==> src/rtl/gen_bus_mem_arbiter.sv <==
// Arbitrates the icache and dcache memory-side ports onto one generic bus.
// Grants are registered and held for a whole transaction; dcache has priority, bounded by a starvation counter.
module gen_bus_mem_arbiter #(
  parameter int STARVE_LIMIT = 4,
  parameter int ADDR_W       = 32,
  parameter int DATA_W       = 32
) (
  input  logic                CLK,
  input  logic                nRST,
  input  logic [ADDR_W-1:0]   i_addr,
  input  logic [ADDR_W-1:0]   d_addr,
  input  logic [DATA_W-1:0]   i_wdata,
  input  logic [DATA_W-1:0]   d_wdata,
  input  logic                i_ren,
  input  logic                d_ren,
  input  logic                i_wen,
  input  logic                d_wen,
  input  logic [DATA_W/8-1:0] i_byte_en,
  input  logic [DATA_W/8-1:0] d_byte_en,
  output logic [DATA_W-1:0]   i_rdata,
  output logic [DATA_W-1:0]   d_rdata,
  output logic                i_busy,
  output logic                d_busy,
  output logic [ADDR_W-1:0]   out_addr,
  output logic [DATA_W-1:0]   out_wdata,
  output logic [DATA_W/8-1:0] out_byte_en,
  output logic                out_ren,
  output logic                out_wen,
  input  logic [DATA_W-1:0]   out_rdata,
  input  logic                out_busy,
  output logic [1:0]          grant
);

  localparam int CNT_W = $clog2(STARVE_LIMIT + 1);
  localparam logic [CNT_W-1:0] LIMIT = CNT_W'(STARVE_LIMIT);

  typedef enum logic [1:0] {
    IDLE  = 2'b00,
    GNT_I = 2'b01,
    GNT_D = 2'b10
  } state_t;

  state_t           state;
  state_t           state_nxt;
  logic [CNT_W-1:0] starve_cnt;
  logic             i_pend;
  logic             d_pend;
  logic             take_i;
  logic             take_d;

  assign i_pend = i_ren | i_wen;
  assign d_pend = d_ren | d_wen;
  assign take_i = (state == IDLE) && (state_nxt == GNT_I);
  assign take_d = (state == IDLE) && (state_nxt == GNT_D);

  always_ff @(posedge CLK) begin
    if (!nRST) state <= IDLE;
    else       state <= state_nxt;
  end

  // icache only beats a pending dcache once it has waited STARVE_LIMIT cycles
  always_comb begin
    state_nxt = state;
    case (state)
      IDLE: begin
        if (i_pend && (!d_pend || (starve_cnt == LIMIT))) state_nxt = GNT_I;
        else if (d_pend)                                  state_nxt = GNT_D;
      end
      GNT_I, GNT_D: begin
        if (!out_busy) state_nxt = IDLE;
      end
      default: state_nxt = IDLE;
    endcase
  end

  always_comb begin
    grant  = 2'b00;
    i_busy = 1'b1;
    d_busy = 1'b1;
    case (state)
      GNT_I: begin
        grant  = 2'b01;
        i_busy = out_busy;
      end
      GNT_D: begin
        grant  = 2'b10;
        d_busy = out_busy;
      end
      default: grant = 2'b00;
    endcase
  end

  assign i_rdata = out_rdata;
  assign d_rdata = out_rdata;

  // Write wins over read when a requester raises both.
  always_ff @(posedge CLK) begin
    if (!nRST) begin
      out_addr    <= '0;
      out_wdata   <= '0;
      out_byte_en <= '0;
      out_ren     <= 1'b0;
      out_wen     <= 1'b0;
    end else if (take_i) begin
      out_addr    <= i_addr;
      out_wdata   <= i_wdata;
      out_byte_en <= i_byte_en;
      out_ren     <= i_ren & ~i_wen;
      out_wen     <= i_wen;
    end else if (take_d) begin
      out_addr    <= d_addr;
      out_wdata   <= d_wdata;
      out_byte_en <= d_byte_en;
      out_ren     <= d_ren & ~d_wen;
      out_wen     <= d_wen;
    end else if ((state != IDLE) && !out_busy) begin
      out_ren <= 1'b0;
      out_wen <= 1'b0;
    end
  end

  always_ff @(posedge CLK) begin
    if (!nRST)                                     starve_cnt <= '0;
    else if (!i_pend)                              starve_cnt <= '0;
    else if (take_i)                               starve_cnt <= '0;
    else if ((state != GNT_I) && (starve_cnt != LIMIT)) starve_cnt <= starve_cnt + CNT_W'(1);
  end

endmodule

==> config.mk <==
export PLATFORM = sky130hd
export DESIGN_NAME = gen_bus_mem_arbiter
export DESIGN_NICKNAME = d
export VERILOG_FILES = /design/src/rtl/gen_bus_mem_arbiter.sv
export SDC_FILE = /design/constraint.sdc
export NUM_CORES = 1
export LEC_CHECK = 0
export BUFFER_PORTS_ARGS = -buffer_cell sky130_fd_sc_hd__buf_2
export CAP_MARGIN = 20
export CORE_AREA = 2 2 123 125
export CTS_CLUSTER_SIZE = 20
export DETAILED_ROUTE_END_ITERATION = 12
export DIE_AREA = 0 0 125 127
export HOLD_SLACK_MARGIN = 0.03
export PLACE_DENSITY = 0.7
export SLEW_MARGIN = 10
export SYNTH_ARGS = -nofsm -noshare
export SYNTH_HDL_FRONTEND = slang
export SYNTH_SLANG_ARGS = --single-unit
==> constraint.sdc <==
create_clock -name CLK -period 3.6 [get_ports CLK]
set_input_delay 0.72 -clock CLK [delete_from_list [all_inputs] [get_ports CLK]]
set_output_delay 0.72 -clock CLK [all_outputs]
set_load 0.01 [all_outputs]
==> summary.md, run 1 <==
| Metric | Value |
|---|---|
| Ports | 313 |
| Max incr delay on CP | 0.54 ns |
| Slowest cell on the critical path | buf_4 |
| CTS buffer count | 9 |
| Type of the tightest min-delay check | reg -> reg |
| Crit path cell chain | inv_1 > ha_1 > o31a_1 > o221ai_1 > o32ai_4 > buf_4 > nor2_1 > a211oi_1 |
| Psw | 0.881 mW |
| Core footprint | 0.0144 mm² |
| Fin cells | 758 |
| Via count | 3472 |
| Fin Setup TNS | 0 ns |
| Die Wd | 125 µm |
| Grt met1 use | 13.8% |
| Critical Path Start | state[1] |
| Setup Skew | 0.00901 ns |
| GRT busiest layer | met2 |
| Status | complete, no violations |
| Pint | 1.83 mW |
| IO buf count | 216 |
| Placement Rows | 44 |
| Overflow after GRT | 0 |
| Pwr Density | 540 mW/mm² |
| Clock power frac | 30.3% |
| CTS Root Cell | clkbuf_16 |
| Die height | 127 µm |
| Gate power share | 30.4% |
| R2r worst-path depth | 8 |
| Sequential fraction of the synthesis area | 37.7% |
| Maximum clock path buffer count | 2 |
| Part of the power in registers | 39.4% |
| DR WL/cell | 13.0 µm |
| Postcts setup bufs | 0 |
| Post-synth EDFFs | 0 |
| Final Critical Period | 2.56 ns |
| Synthesized area | 0.00399 mm² |
| First-pass GRT wire length | 15.6 mm |
| Max-cap violations | 0 |
| DR pass1 iterations | 4 |
| Main synth FF type | dfxtp_1 |
| Antenna Diode Count | 0 |
| Critical Path Sink | out_addr[17] |
| # clock sinks | 75 |
| Number of synthesized register bits | 75 |
| DRC Markers | 0 |
| DR iter-0 viols | 77 |
| Worst Setup End Kind | flop |
| Met3 Track Usage GR | 4.40% |
| Ys async rst share | 0% |
| Final period util | 71.2% |
| # setup viols final | 0 |
| Slew HR | 54.4% |
| Data arrival time of the critical path | 2.80 ns |
| Via/cell ratio | 4.58 |
| Yosys warns | 0 |
| Clock transition at path regs | 0.06 ns |
| Layout area overhead | 26.0% |
| Critical Path Fanout Max | 69 |
| Max Fclk | 0.390 GHz |
| Max IR drop VDD | 0.000224 V |
| RSZ-0062 raised after global routing | false |
| FF-to-FF setup slack | 1.04 ns |
| Worst reg2reg path endpoint | out_addr[17] |
| Initial Util | 27.6% |
| Layout net count | 753 |
| Largest net degree at the start of global routing | 71 |
| Die Area | 0.0159 mm² |
| Antenna Nets Post-Route | 0 |
| Placed cell count | 743 |
| Initial antenna violation count | 0 |
| Yosys cell types | 37 |
| Fin. max-slew vios | 0 |
| Global-route track usage on met2 | 20.0% |
| Vias in the first global route | 3265 |
| TritonCTS clock tree | built |
| Dpl hpwl | 7.46 mm |
| Fin. Hold Viols | 0 |
| GPL Wtd Cong | 0.830 |
| Post_cts resized | 0 |
| Clk Latency, worst-skew pair | 0.33 ns |
| Gate count of the mapped netlist | 432 |
| Fraction of layout cells with a size suffix above 1 | 41.6% |
| Critical path required time | 3.84 ns |
| Hold_buf cts | 0 |
| Htree depth | 3 |
| WS Path Type | reg -> reg |
| Sw Ratio | 32.5% |
| Leakage | 2.69 nW |
| Reg-to-Reg Start | state[1] |
| Syn Area/Cell | 9.22 µm² |
| Total wire length | 9.86 mm |
| Syn nets | 615 |
| Tightest Pin Transition | 0.683 ns |
| Worst Setup Start Kind | flop |
| GR Util All Layers | 12.1% |
==> layout by cell type, fill, tap and decap left out, drive strengths merged, types with 5 or more instances in the layout <==
| cell | count |
|---|---|
| a21oi | 5 |
| ha | 8 |
| buf | 222 |
| dfxtp | 75 |
| a211oi | 68 |
| inv | 7 |
| clkbuf | 11 |
| mux2i | 68 |
| nor2 | 74 |
| nand2b | 5 |
==> layer usage <==
layer | wire, µm | vias up
li1 | - | 1750
met1 | 3910 | 1505
met2 | 4630 | 178
met3 | 1000 | 39
met4 | 317 | 0
met5 | 0 | -
==> final cells by class <==
class,instances,area [µm²]
Timing Repair Buffer,222,1150
Clock inverter,4,27.5
Sequential cell,75,1500
Tap cell,184,230
Clock buffer,11,243
Multi-Input combinational cell,255,1840
Inverter,7,26.3
Fill cell,1517,9400
==> critical path, delay by kind of cell, from the launching register on <==
family | cells | cell delay [ns]
and+or+nand+nor | 1 | 0.08
DFF | 1 | 0.38
adders and majority gates | 1 | 0.34
buffers and inverters | 2 | 0.69
AOI/OAI and AO/OA | 4 | 0.92
==> cell usage after synthesis, types with 2 or more instances <==
master     n  area, µm²
mux2i_1   68        681
nand3b_1   2       15.0
buf_6      2       22.5
nand3_1    2       10.0
nor2_1    74        278
o21ai_0    3       15.0
a21oi_1    5       25.0
buf_4     64        480
nand2b_1   5       31.3
dfxtp_1   75       1500
or2_1      2       12.5
buf_1      2       7.51
clkbuf_1  14       52.6
ha_1       8        100
inv_1      6       22.5
buf_2     12       60.1
a211oi_1  68        510
==> through the flow <==
| stage | setup slack, ns | power [mW] | utilization (%) | hold slack [ns] | area, µm² |
|---|---|---|---|---|---|
| after floorplan | 1.32 | 1.67 | - | 0.503 | 3990 |
| after global placement | 1.06 | 1.90 | 32.9 | 0.482 | 4750 |
| after detailed placement | 1.00 | 1.92 | 32.9 | 0.488 | 4750 |
| after CTS | 1.08 | 2.76 | 34.8 | 0.495 | 5020 |
| after global routing | 0.737 | 2.90 | 34.8 | 0.515 | 5020 |
| final | 1.04 | 2.71 | 34.8 | 0.492 | 5020 |
==> sequential cells by signal, indices dropped and copies added (netlist names) <==
name / flops
out_addr: 32
out_byte_en: 4
out_ren: 1
out_wdata: 32
out_wen: 1
starve_cnt: 3
state: 2
==> power groups by stage <==
stage | Combinational [mW] | Clock [mW] | Sequential (mW)
2_1_floorplan | 0.514 | 0 | 1.16
3_3_place_gp | 0.819 | 0 | 1.08
3_5_place_dp | 0.833 | 0 | 1.08
4_1_cts | 0.833 | 0.859 | 1.07
5_1_grt | 0.923 | 0.893 | 1.09
6_report | 0.823 | 0.821 | 1.07
==> worst min-delay path by stage <==
stage | startpoint | end | slack (ns) | depth (start not counted)
after floorplan | starve_cnt[2] | starve_cnt[2] | 0.50 | 2
after global placement | out_byte_en[2] | out_byte_en[2] | 0.48 | 2
after detailed placement | out_wdata[13] | out_wdata[13] | 0.49 | 2
after CTS | out_wdata[13] | out_wdata[13] | 0.50 | 2
after global routing | out_wdata[12] | out_wdata[12] | 0.51 | 2
final | out_wdata[23] | out_wdata[23] | 0.49 | 2
==> kinds of logic (layout without fill, tap and decap cells) <==
group                      after synthesis  after routing  share of synthesized area, %
AOI/OAI and AO/OA                       88             88                          16.5
xor gates and xnor gates                 1              1                         0.220
adders and majority gates                8              8                          2.51
buffers and inverters                  102            244                          16.4
DFF                                     75             75                          37.7
muxes                                   68             68                          17.1
and+or+nand+nor                         90             90                          9.54
Note: power is estimated with default switching activity, not from simulation.
==> run 2, diff against run 1 <==
==> constraint.sdc (replaced) <==
create_clock -name CLK -period 2.57 [get_ports CLK]
set_input_delay 0.514 -clock CLK [delete_from_list [all_inputs] [get_ports CLK]]
set_output_delay 0.514 -clock CLK [all_outputs]
set_load 0.01 [all_outputs]
==> summary.md, run 2 (same netlist as run 1, synthesis figures left out) <==
| Metric | Value |
|---|---|
| Initial antenna violation count | 0 (unchanged) |
| DR pass1 iterations | 4 (unchanged) |
| Met3 routed WL | 929 µm (was 1.00 mm) |
| Fill count | 1561 (was 1517) |
| Pwr Density | 797 mW/mm² (was 540 mW/mm²) |
| Fin area | 0.00518 mm² (was 0.00502 mm²) |
| Slew HR | 72.2% (was 54.4%) |
| # setup viols final | 0 (unchanged) |
| Final core occ | 35.9% (was 34.8%) |
| CTS buffer count | 9 (unchanged) |
| Placed cell areas | 0.00480 mm² (was 0.00475 mm²) |
| Antenna Nets Post-Route | 0 (unchanged) |
| Ports | 313 (unchanged) |
| GR Util All Layers | 12.1% (about the same) |
| GPL Wtd Cong | 0.785 (was 0.830) |
| Antenna Diode Count | 0 (unchanged) |
| R2r worst-path depth | 9 (was 8) |
| Die height | 127 µm (unchanged) |
| Critical path required time | 2.81 ns (was 3.84 ns) |
| Leakage | 2.77 nW (was 2.69 nW) |
| Final period util | 93.3% (was 71.2%) |
| Data arrival time of the critical path | 2.63 ns (was 2.80 ns) |
| Tightest Pin Transition | 0.416 ns (was 0.683 ns) |
| Via count | 3560 (was 3472) |
| Via/cell ratio | 4.65 (was 4.58) |
| DR WL/cell | 13.9 µm (was 13.0 µm) |
| Metal1 wirelength | 4.40 mm (was 3.91 mm) |
| Layout net count | 760 (was 753) |
| DR WL met2 | 5.05 mm (was 4.63 mm) |
| Final Critical Period | 2.40 ns (was 2.56 ns) |
| Dpl hpwl | 7.48 mm (was 7.46 mm) |
| Worst Setup Start Kind | flop (unchanged) |
| Core footprint | 0.0144 mm² (unchanged) |
| First-pass GRT wire length | 15.6 mm (about the same) |
| Initial Util | 27.6% (unchanged) |
| Htree depth | 3 (unchanged) |
| Fin. Hold Viols | 0 (unchanged) |
| Critical Path Fanout Max | 32 (was 69) |
| Die Wd | 125 µm (unchanged) |
| WS Path Type | reg -> reg (unchanged) |
| Fraction of layout cells with a size suffix above 1 | 43.0% (was 41.6%) |
| # clock sinks | 75 (unchanged) |
| Placement Rows | 44 (unchanged) |
| Max-cap violations | 0 (unchanged) |
| Worst Setup End Kind | flop (unchanged) |
| Hold slack | 0.476 ns (was 0.492 ns) |
| DR iter-0 viols | 84 (was 77) |
| Hold_buf cts | 0 (unchanged) |
| Max IR drop VDD | 0.000339 V (was 0.000224 V) |
| WHS Path Cells | 3 (was 2) |
| Largest net degree at the start of global routing | 77 (was 71) |
| Most frequent cells in the layout | 216 x buf_2, 74 x nor2_1, 74 x dfxtp_1 (was 216 x buf_2, 75 x dfxtp_1, 74 x nor2_1) |
| Largest regs | out_addr x32, out_wdata x32, out_byte_en x4 (unchanged) |
| Maximum clock path buffer count | 2 (unchanged) |
| Setup Skew | 0.00804 ns (was 0.00901 ns) |
| Fin Setup TNS | 0 ns (unchanged) |
| Vias in the first global route | 3279 (was 3265) |
| Clk Latency, worst-skew pair | 0.34 ns (was 0.33 ns) |
| Overflow after GRT | 0 (unchanged) |
| Die Area | 0.0159 mm² (unchanged) |
| IO buf count | 216 (unchanged) |
| Layout area overhead | 30.1% (was 26.0%) |
| Total wire length | 10.6 mm (was 9.86 mm) |
| CTS Root Cell | clkbuf_16 (unchanged) |
| DRC Markers | 0 (unchanged) |
| Crit path cell chain | inv_1 > ha_2 > and3_1 > o221ai_1 > o32ai_4 > buf_4 > buf_12 > nor2_1 > a211oi_1 (was inv_1 > ha_1 > o31a_1 > o221ai_1 > o32ai_4 > buf_4 > nor2_1 > a211oi_1) |
| Fin. max-slew vios | 0 (unchanged) |
| Max Fclk | 0.417 GHz (was 0.390 GHz) |
| Clock transition at path regs | 0.06 ns (about the same) |
| Top sig layer | met4 (unchanged) |
| Status | complete, no violations (unchanged) |
| RSZ-0062 raised after global routing | false (unchanged) |
| Max incr delay on CP | 0.43 ns (was 0.54 ns) |
| Slowest cell on the critical path | dfxtp_1 (was buf_4) |
| Type of the tightest min-delay check | in -> reg (was reg -> reg) |
| TritonCTS clock tree | built (unchanged) |
| Commonest non-fill, non-tap cell in the layout | buf_2 (unchanged) |
==> run 2: cell count changes in the layout (fill, tap and decap cells not counted), sizes merged <==
cell	previous run	this run
buf	222	227
clkinvlp	3	0
bufinv	0	2
clkinv	1	3
inv	7	9
==> run 2: critical path, delay by kind of cell (launching register included) <==
kind / cells / cell delay, ns
fa+ha+maj: 1 / 0.35
buf+inv: 3 / 0.49
flops: 1 / 0.43
compound gates: 3 / 0.81
simple gates: 2 / 0.20
==> run 2: through the flow <==
step	cells	worst slack (ns)	total power, mW
after detailed placement	746	0.212	2.72
after floorplan	432	0.500	2.34
after global placement	746	0.323	2.70
after CTS	762	0.183	4.13
final	766	0.172	4.13
after global routing	766	0.0138	4.39
==> run 2: cell type report <==
class                           instances  area [µm²]  share of cell area, %
Multi-Input combinational cell        255        1850                   35.6
Tap cell                              184         230                   4.44
Sequential cell                        75        1500                   29.0
Inverter                                7        26.3                  0.507
Clock inverter                          7         100                   1.93
Timing Repair Buffer                  229        1250                   24.2
Clock buffer                            9         225                   4.34
==> run 2: routing by layer <==
layer	global-route usage (%)	vias to the layer above
met2	20.6	168
met3	4.69	33
met4	6.27	0
met1	13.2	1607
met5	0	-
li1	-	1752
==> run 2: where the power goes <==
part / switching [mW] / internal (mW) / leakage [nW] / total (mW)
clock: 0.520 / 0.859 / 0.160 / 1.38
sequential: 0.111 / 1.39 / 0.623 / 1.50
combinational: 0.690 / 0.566 / 1.99 / 1.26
==> run 2: final timing paths <==
path / startpoint / slack, ns / end
worst min register to register: out_wdata[18] / 0.49 / out_wdata[18]
worst max register to register: state[0] / 0.17 / out_wdata[0]
worst max-delay path: state[0] / 0.17 / out_wdata[0]
worst min-delay path: nRST / 0.48 / out_ren
==> run 2: timing repair <==
action,CTS,global route
setup buffers,0,2
setup endpoints to repair,0,2
gates resized for setup,0,3
